[config.mk]
export PLATFORM = sky130hd
export DESIGN_NAME = cpu_run_ctrl
export DESIGN_NICKNAME = d
export VERILOG_FILES = /design/src/rtl/cpu_run_ctrl.sv
export SDC_FILE = /design/constraint.sdc
export NUM_CORES = 1
export LEC_CHECK = 0
export BUFFER_PORTS_ARGS = -buffer_cell sky130_fd_sc_hd__buf_2
export CAP_MARGIN = 30
export CORE_MARGIN = 2
export CORE_UTILIZATION = 57
export DETAILED_ROUTE_END_ITERATION = 8
export PLACE_DENSITY = 0.95
export SLEW_MARGIN = 15
export SYNTH_ARGS = -nofsm -noshare
export SYNTH_HDL_FRONTEND = slang
export SYNTH_SLANG_ARGS = --single-unit
[constraint.sdc]
create_clock -name clk -period 2.8 [get_ports clk]
set_input_delay 0.14 -clock clk [delete_from_list [all_inputs] [get_ports clk]]
set_output_delay 0.14 -clock clk [all_outputs]
set_load 0.1 [all_outputs]
[src/rtl/cpu_run_ctrl.sv]
// ---------------------------------------------------------------------------
// cpu_run_ctrl
//   Run controller for the 8-bit accumulator cpu. It streams a program from a
//   loader port into instruction memory, holds the cpu in reset for
//   RST_CYCLES cycles, releases it, and counts execution cycles until the cpu
//   reports halted. It then reports done.
//
// Optional feature (compile-time macro CPU_WDOG_EN):
//   When defined, a RUN that reaches MAX_CYCLES counted cycles without a halt
//   ends in DONE with timeout=1. When undefined, timeout is held at 0 and RUN
//   lasts until cpu_halted (cycle_count saturates at all-ones).
//
// Ports:
//   clk          in   1       system clock, rising edge
//   reset        in   1       synchronous active-high controller reset
//   load_valid   in   1       loader byte valid
//   load_data    in   DATA_W  loader byte (instruction)
//   load_last    in   1       final program byte, qualified by valid&ready
//   load_ready   out  1       loader byte accepted this cycle when valid
//   start        in   1       run the program currently in memory
//   cpu_halted   in   1       cpu halted flag
//   cpu_reset    out  1       drives the cpu reset pin
//   mem_we       out  1       instruction memory write enable
//   mem_addr     out  ADDR_W  instruction memory write address
//   mem_wdata    out  DATA_W  instruction memory write data
//   busy         out  1       high in LOAD, RESET_CPU, RUN
//   done         out  1       high in DONE
//   timeout      out  1       last run ended by the watchdog
//   cycle_count  out  CNT_W   RUN cycles of the last/current run
// ---------------------------------------------------------------------------
module cpu_run_ctrl #(
  parameter int ADDR_W     = 8,
  parameter int DATA_W     = 8,
  parameter int CNT_W      = 16,
  parameter int RST_CYCLES = 2,
  parameter int MAX_CYCLES = 1000
) (
  input  logic              clk,
  input  logic              reset,
  input  logic              load_valid,
  input  logic [DATA_W-1:0] load_data,
  input  logic              load_last,
  output logic              load_ready,
  input  logic              start,
  input  logic              cpu_halted,
  output logic              cpu_reset,
  output logic              mem_we,
  output logic [ADDR_W-1:0] mem_addr,
  output logic [DATA_W-1:0] mem_wdata,
  output logic              busy,
  output logic              done,
  output logic              timeout,
  output logic [CNT_W-1:0]  cycle_count
);

  typedef enum logic [2:0] {
    ST_IDLE      = 3'd0,
    ST_LOAD      = 3'd1,
    ST_RESET_CPU = 3'd2,
    ST_RUN       = 3'd3,
    ST_DONE      = 3'd4
  } state_t;

`ifdef CPU_WDOG_EN
  localparam logic WDOG_EN = 1'b1;
`else
  localparam logic WDOG_EN = 1'b0;
`endif

  localparam int                RC_W      = (RST_CYCLES > 1) ? $clog2(RST_CYCLES) : 1;
  localparam logic [RC_W-1:0]   RC_LAST   = RC_W'(RST_CYCLES - 1);
  localparam logic [CNT_W-1:0]  CNT_ONES  = {CNT_W{1'b1}};
  localparam logic [CNT_W-1:0]  CNT_LIMIT = CNT_W'(MAX_CYCLES);
  localparam logic [ADDR_W-1:0] ADDR_ZERO = {ADDR_W{1'b0}};
  localparam logic [ADDR_W-1:0] ADDR_ONE  = ADDR_W'(1);

  state_t              state_r, state_s;
  logic [ADDR_W-1:0]   ptr_r, ptr_s;
  logic [RC_W-1:0]     rst_cnt_r, rst_cnt_s;
  logic [CNT_W-1:0]    cycle_count_r, cycle_count_s;
  logic [CNT_W-1:0]    cnt_inc_s;
  logic                timeout_r, timeout_s;
  logic                mem_we_r, mem_we_s;
  logic [ADDR_W-1:0]   mem_addr_r, mem_addr_s;
  logic [DATA_W-1:0]   mem_wdata_r, mem_wdata_s;
  logic                load_ready_r, load_ready_s;
  logic                cpu_reset_r, cpu_reset_s;
  logic                busy_r, busy_s;
  logic                done_r, done_s;
  logic                accept_s;

  // Next-state, write path, counters and decoded outputs of the next state.
  always_comb begin
    state_s       = state_r;
    ptr_s         = ptr_r;
    rst_cnt_s     = rst_cnt_r;
    cycle_count_s = cycle_count_r;
    timeout_s     = timeout_r;
    mem_we_s      = 1'b0;
    mem_addr_s    = mem_addr_r;
    mem_wdata_s   = mem_wdata_r;
    accept_s      = load_valid & load_ready_r;
    cnt_inc_s     = (cycle_count_r == CNT_ONES) ? cycle_count_r : cycle_count_r + 1'b1;

    case (state_r)
      ST_IDLE, ST_DONE: begin
        // A loader byte wins over start; a new program always begins at address 0.
        if (accept_s) begin
          mem_we_s    = 1'b1;
          mem_addr_s  = ADDR_ZERO;
          mem_wdata_s = load_data;
          ptr_s       = ADDR_ONE;
          timeout_s   = 1'b0;
          state_s     = load_last ? ST_RESET_CPU : ST_LOAD;
        end else if (start) begin
          timeout_s = 1'b0;
          state_s   = ST_RESET_CPU;
        end else begin
          state_s = state_r;
        end
      end
      ST_LOAD: begin
        // Pointer wraps silently; start is ignored while loading.
        if (accept_s) begin
          mem_we_s    = 1'b1;
          mem_addr_s  = ptr_r;
          mem_wdata_s = load_data;
          ptr_s       = ptr_r + 1'b1;
          state_s     = load_last ? ST_RESET_CPU : ST_LOAD;
        end else begin
          state_s = ST_LOAD;
        end
      end
      ST_RESET_CPU: begin
        if (rst_cnt_r == RC_LAST) begin
          state_s = ST_RUN;
        end else begin
          rst_cnt_s = rst_cnt_r + 1'b1;
        end
      end
      ST_RUN: begin
        // The halting cycle itself is not counted.
        if (cpu_halted) begin
          state_s = ST_DONE;
        end else begin
          cycle_count_s = cnt_inc_s;
          if (WDOG_EN && (cnt_inc_s == CNT_LIMIT)) begin
            timeout_s = 1'b1;
            state_s   = ST_DONE;
          end else begin
            state_s = ST_RUN;
          end
        end
      end
      default: begin
        state_s = ST_IDLE;
      end
    endcase

    // Entering RESET_CPU restarts the hold counter and the cycle count.
    if ((state_s == ST_RESET_CPU) && (state_r != ST_RESET_CPU)) begin
      rst_cnt_s     = {RC_W{1'b0}};
      cycle_count_s = {CNT_W{1'b0}};
    end else begin
      rst_cnt_s     = rst_cnt_s;
      cycle_count_s = cycle_count_s;
    end

    load_ready_s = 1'b0;
    cpu_reset_s  = 1'b1;
    busy_s       = 1'b0;
    done_s       = 1'b0;
    case (state_s)
      ST_IDLE:      begin load_ready_s = 1'b1; cpu_reset_s = 1'b1; end
      ST_LOAD:      begin load_ready_s = 1'b1; cpu_reset_s = 1'b1; busy_s = 1'b1; end
      ST_RESET_CPU: begin cpu_reset_s  = 1'b1; busy_s = 1'b1; end
      ST_RUN:       begin cpu_reset_s  = 1'b0; busy_s = 1'b1; end
      ST_DONE:      begin load_ready_s = 1'b1; cpu_reset_s = 1'b0; done_s = 1'b1; end
      default:      begin load_ready_s = 1'b0; cpu_reset_s = 1'b1; end
    endcase
  end

  // State and output registers; reset drops any write still pending.
  always_ff @(posedge clk) begin
    if (reset) begin
      state_r       <= ST_IDLE;
      ptr_r         <= {ADDR_W{1'b0}};
      rst_cnt_r     <= {RC_W{1'b0}};
      cycle_count_r <= {CNT_W{1'b0}};
      timeout_r     <= 1'b0;
      mem_we_r      <= 1'b0;
      mem_addr_r    <= {ADDR_W{1'b0}};
      mem_wdata_r   <= {DATA_W{1'b0}};
      load_ready_r  <= 1'b1;
      cpu_reset_r   <= 1'b1;
      busy_r        <= 1'b0;
      done_r        <= 1'b0;
    end else begin
      state_r       <= state_s;
      ptr_r         <= ptr_s;
      rst_cnt_r     <= rst_cnt_s;
      cycle_count_r <= cycle_count_s;
      timeout_r     <= timeout_s;
      mem_we_r      <= mem_we_s;
      mem_addr_r    <= mem_addr_s;
      mem_wdata_r   <= mem_wdata_s;
      load_ready_r  <= load_ready_s;
      cpu_reset_r   <= cpu_reset_s;
      busy_r        <= busy_s;
      done_r        <= done_s;
    end
  end

  assign load_ready  = load_ready_r;
  assign cpu_reset   = cpu_reset_r;
  assign mem_we      = mem_we_r;
  assign mem_addr    = mem_addr_r;
  assign mem_wdata   = mem_wdata_r;
  assign busy        = busy_r;
  assign done        = done_r;
  assign timeout     = timeout_r;
  assign cycle_count = cycle_count_r;

endmodule

==> metrics.md <==
| Metric | Value |
|---|---|
| Combinational family with the most area after synthesis | `simple AND/OR/NAND/NOR gates` |
| Drt first pass iters | `4` |
| # IOs | `52` |
| Clock group share of total power | `0.291` |
| Transition time of the tightest slew-check pin | `between 700 and 800 ps` |
| Post-synth cell types | `45` |
| Sequential share of power | `0.504` |
| Drt total wl | `between 4000 and 5000 µm` |
| Vias/cell | `roughly 5.7` |
| FP Rows | `22` |
| Post-Layout Cell Count | `~340` |
| Die area | `around 4300 µm²` |
| Die H | `around 66 µm` |
| Cts hold-fix bufs | `0` |
| CP max-delay cell | `a221oi_2` |
| Clock Path Buffers | `2` |
| WHS Endpoint | `mem_wdata[3]` |
| FFs w/ async S/R, synth | `0` |
| Vias in the first global route | `roughly 1800` |
| Tmin final | `1962 ps` |
| CTS tree | `done` |
| Grt total ovfl | `0` |
| Met2 Wirelength | `2334 µm` |
| Period utilisation layout | `0.7006` |
| Sinks on the clock net | `49` |
| Syn_area_per_cell | `roughly 8.8 µm²` |
| Data arrival, critical path | `2200 ps` |
| Final Hold Viols | `0` |
| Worst Skew | `between 7 and 8 ps` |
| Max_cap viols | `0` |
| Mux cell area share after synthesis | `0.05098` |
| Setup Crit Path Kind | `reg2reg` |
| Layout Utilization | `0.6842` |
| Aggregate negative setup slack | `0 ps` |
| Adder-cell area share of the yosys netlist | `0.01159` |
| Comb power frac | `0.205` |
| LEAKAGE | `1.054 nW` |
| Number of synthesized flops with an enable pin | `0` |
| R2r worst-path depth | `5` |
| Cell Area, Synth | `around 2200 µm²` |
| Clk pin slew, worst setup/hold paths | `around 100 ps` |
| Latest clock arrival within the worst-skew pair | `between 300 and 400 ps` |
| Status | `finished clean` |
| Commonest cells after routing, fill and taps aside | `buf_2 (50), dfxtp_1 (49), nand2_1 (43)` |
| Synth Area in Simple Gates | `0.2613` |
| Fill count | `around 290` |
| Main synth FF type | `dfxtp_1` |
| Setup-failing EPs final | `0` |
| Synthesized-area fraction occupied by xor and xnor cells | `0.02028` |
| Share of post-route cells with drive strength above 1 | `0.2199` |
| Hold path start | `load_data[3]` |
| Top sig layer | `met4` |
| Initial antenna violation count | `0` |
| Starting Density | `0.5899` |
| Worst hold stages | `3` |
| Met3 routed wirelength | `between 200 and 300 µm` |
| Slew margin rel. | `0.4951` |
| H-tree levels | `2` |
| Worst vdd ir | `about 0.00048 V` |
| Sw power | `~0.00051 W` |
| Clock buffer count from CTS | `5` |
| WL/cell | `about 14 µm` |
| Vias | `around 1900` |
| Number of I/O port buffers | `50` |
| DRT met1 WL | `a little under 2000 µm` |
| N_diodes | `0` |
| Antenna Nets Post-Route | `0` |
| Net count, final | `around 310` |
| Resize count post-CTS | `0` |
| Die X | `around 66 µm` |
| Initial DRC count | `180` |
| GRT Resource Usage Total | `0.2329` |
| Placed Cells | `roughly 330` |
| Synth Area in Compound Gates | `0.1570` |
| Crit-path max cell delay | `~670 ps` |
| Final Wtd Congestion | `a little under 0.8` |
| Postcts setup bufs | `0` |
| Register area share after synthesis | `0.4542` |
| P per Cell Area | `roughly 590 nW/µm²` |
| Pin count of the biggest net entering global routing | `20` |
| FF-to-FF setup slack | `~840 ps` |
| Critical R2R Launch | `state_r[0]` |
| DP HPWL | `3350 µm` |
| CP max FO | `14` |
| Ys Warns | `0` |
| Hold Crit Class | `in2reg` |
| Root buffer cell | `clkbuf_8` |
| CP Capture Type | `register` |
| CP Cell Sequence | `a21oi_2 > a221oi_2 > buf_4 > nand2_1 > mux2i_1` |
| First-pass GRT wire length | `around 7700 µm` |
| Syn Nets | `between 200 and 300` |
| Worst r2r dst | `cycle_count[3]` |
| Cells after synthesis | `245` |
| Fmax | `between 0.5 and 0.6 GHz` |
| Max Transition Viols Final | `0` |
| RSZ-0062 raised after global routing | `false` |
| Int Pwr | `just under 0.001 W` |
| Layout area overhead | `15.99%` |
| Net Sw Frac | `0.3459` |
| DRC Markers | `0` |
| WP data required | `about 3000 ps` |
| Post-synthesis sequential element count | `between 40 and 50` |
| Most common cell after layout, fill and taps aside | `buf_2` |
| Core Region | `around 3700 µm²` |
| Startpoint Class | `register` |
-- cell families after synthesis --
| group | after synthesis |
|---|---|
| mux | 11 |
| flops | 49 |
| fa+ha+maj | 2 |
| xor+xnor | 5 |
| buf+inv | 19 |
| compound gates | 49 |
| simple gates | 109 |
| other cells | 1 |
-- stage by stage --
step	power (W)	hold WS, ps	cell area (µm²)	setup WS, ps
2_1_floorplan	0.001015	276.0	2160	400.6
3_3_place_gp	0.001056	380.0	2411	923.3
3_5_place_dp	0.001064	387.3	2411	859.6
4_1_cts	0.001489	48.37	2505	830.8
5_1_grt	0.001541	53.61	2505	591.9
6_report	0.001479	57.21	2505	838.3
-- worst max path at each step --
| stage | from | to | slack, ps | cells after the start |
|---|---|---|---|---|
| after floorplan | cycle_count[0] | cycle_count[10] | 400 | 7 |
| after global placement | cycle_count[0] | cycle_count[9] | 920 | 5 |
| after CTS | state_r[0] | cycle_count[1] | 830 | 5 |
| final | state_r[0] | cycle_count[3] | 840 | 5 |
| after global routing | state_r[0] | cycle_count[3] | 590 | 5 |
| after detailed placement | state_r[0] | cycle_count[1] | 860 | 5 |
-- metal layers --
layer  vias up  global-route usage
li1        963                   -
met1       912              0.2661
met2        67              0.4107
met3         6             0.07021
met4         0             0.08073
met5         -                   0
-- sequential cells by signal, indices dropped and copies added (netlist names) --
register / cells
cycle_count: 16
mem_addr: 8
mem_wdata: 8
ptr_r: 8
state_r: 3
busy: 1
cpu_reset: 1
done: 1
load_ready: 1
mem_we: 1
rst_cnt_r: 1
-- power by group through the flow --
stage | Clock [W] | Sequential [W] | Combinational [W]
4_1_cts | 0.000440 | 0.000746 | 0.000303
6_report | 0.000431 | 0.000746 | 0.000303
2_1_floorplan | 0 | 0.000893 | 0.000122
5_1_grt | 0.000468 | 0.000751 | 0.000323
3_3_place_gp | 0 | 0.000761 | 0.000295
3_5_place_dp | 0 | 0.000762 | 0.000302
-- cell type report --
type / count / area, µm² / share of cell area
timing repair buffer: 52 / 265.3 / 0.1059
clock buffer: 5 / 68.82 / 0.02747
clock inverter: 3 / 25.02 / 0.009990
sequential: 49 / 980.9 / 0.3916
multi-input combinational: 177 / 1086 / 0.4336
inverter: 5 / 18.77 / 0.007493
tap: 48 / 60.06 / 0.02398
-- worst max-delay path: cells and delay by family, from the launching register on --
kind            cells  cell delay [ps]
simple gates        1               70
compound gates      2              840
flops               1              520
buf+inv             1              320
mux                 1              140
-- synthesized netlist by cell type (2+ instances only) --
library cell | instances | area share
ha_1 | 2 | 0.012
or4_1 | 4 | 0.014
mux2i_1 | 11 | 0.051
nor4_1 | 6 | 0.017
nand3_1 | 10 | 0.023
nand4_1 | 6 | 0.017
buf_4 | 3 | 0.010
and3_1 | 6 | 0.017
and2_1 | 2 | 0.0058
a21oi_1 | 21 | 0.049
xnor2_1 | 2 | 0.0081
a22o_1 | 7 | 0.028
clkbuf_1 | 7 | 0.012
o31ai_1 | 6 | 0.021
nor2_1 | 12 | 0.021
a21o_1 | 2 | 0.0070
nand2_1 | 43 | 0.075
xor2_1 | 3 | 0.012
nor3_1 | 2 | 0.0046
and4_1 | 3 | 0.012
inv_1 | 4 | 0.0070
buf_2 | 2 | 0.0046
nand2b_1 | 9 | 0.026
dfxtp_1 | 49 | 0.45
a211oi_1 | 3 | 0.010
(Power assumes the default switching activity.)
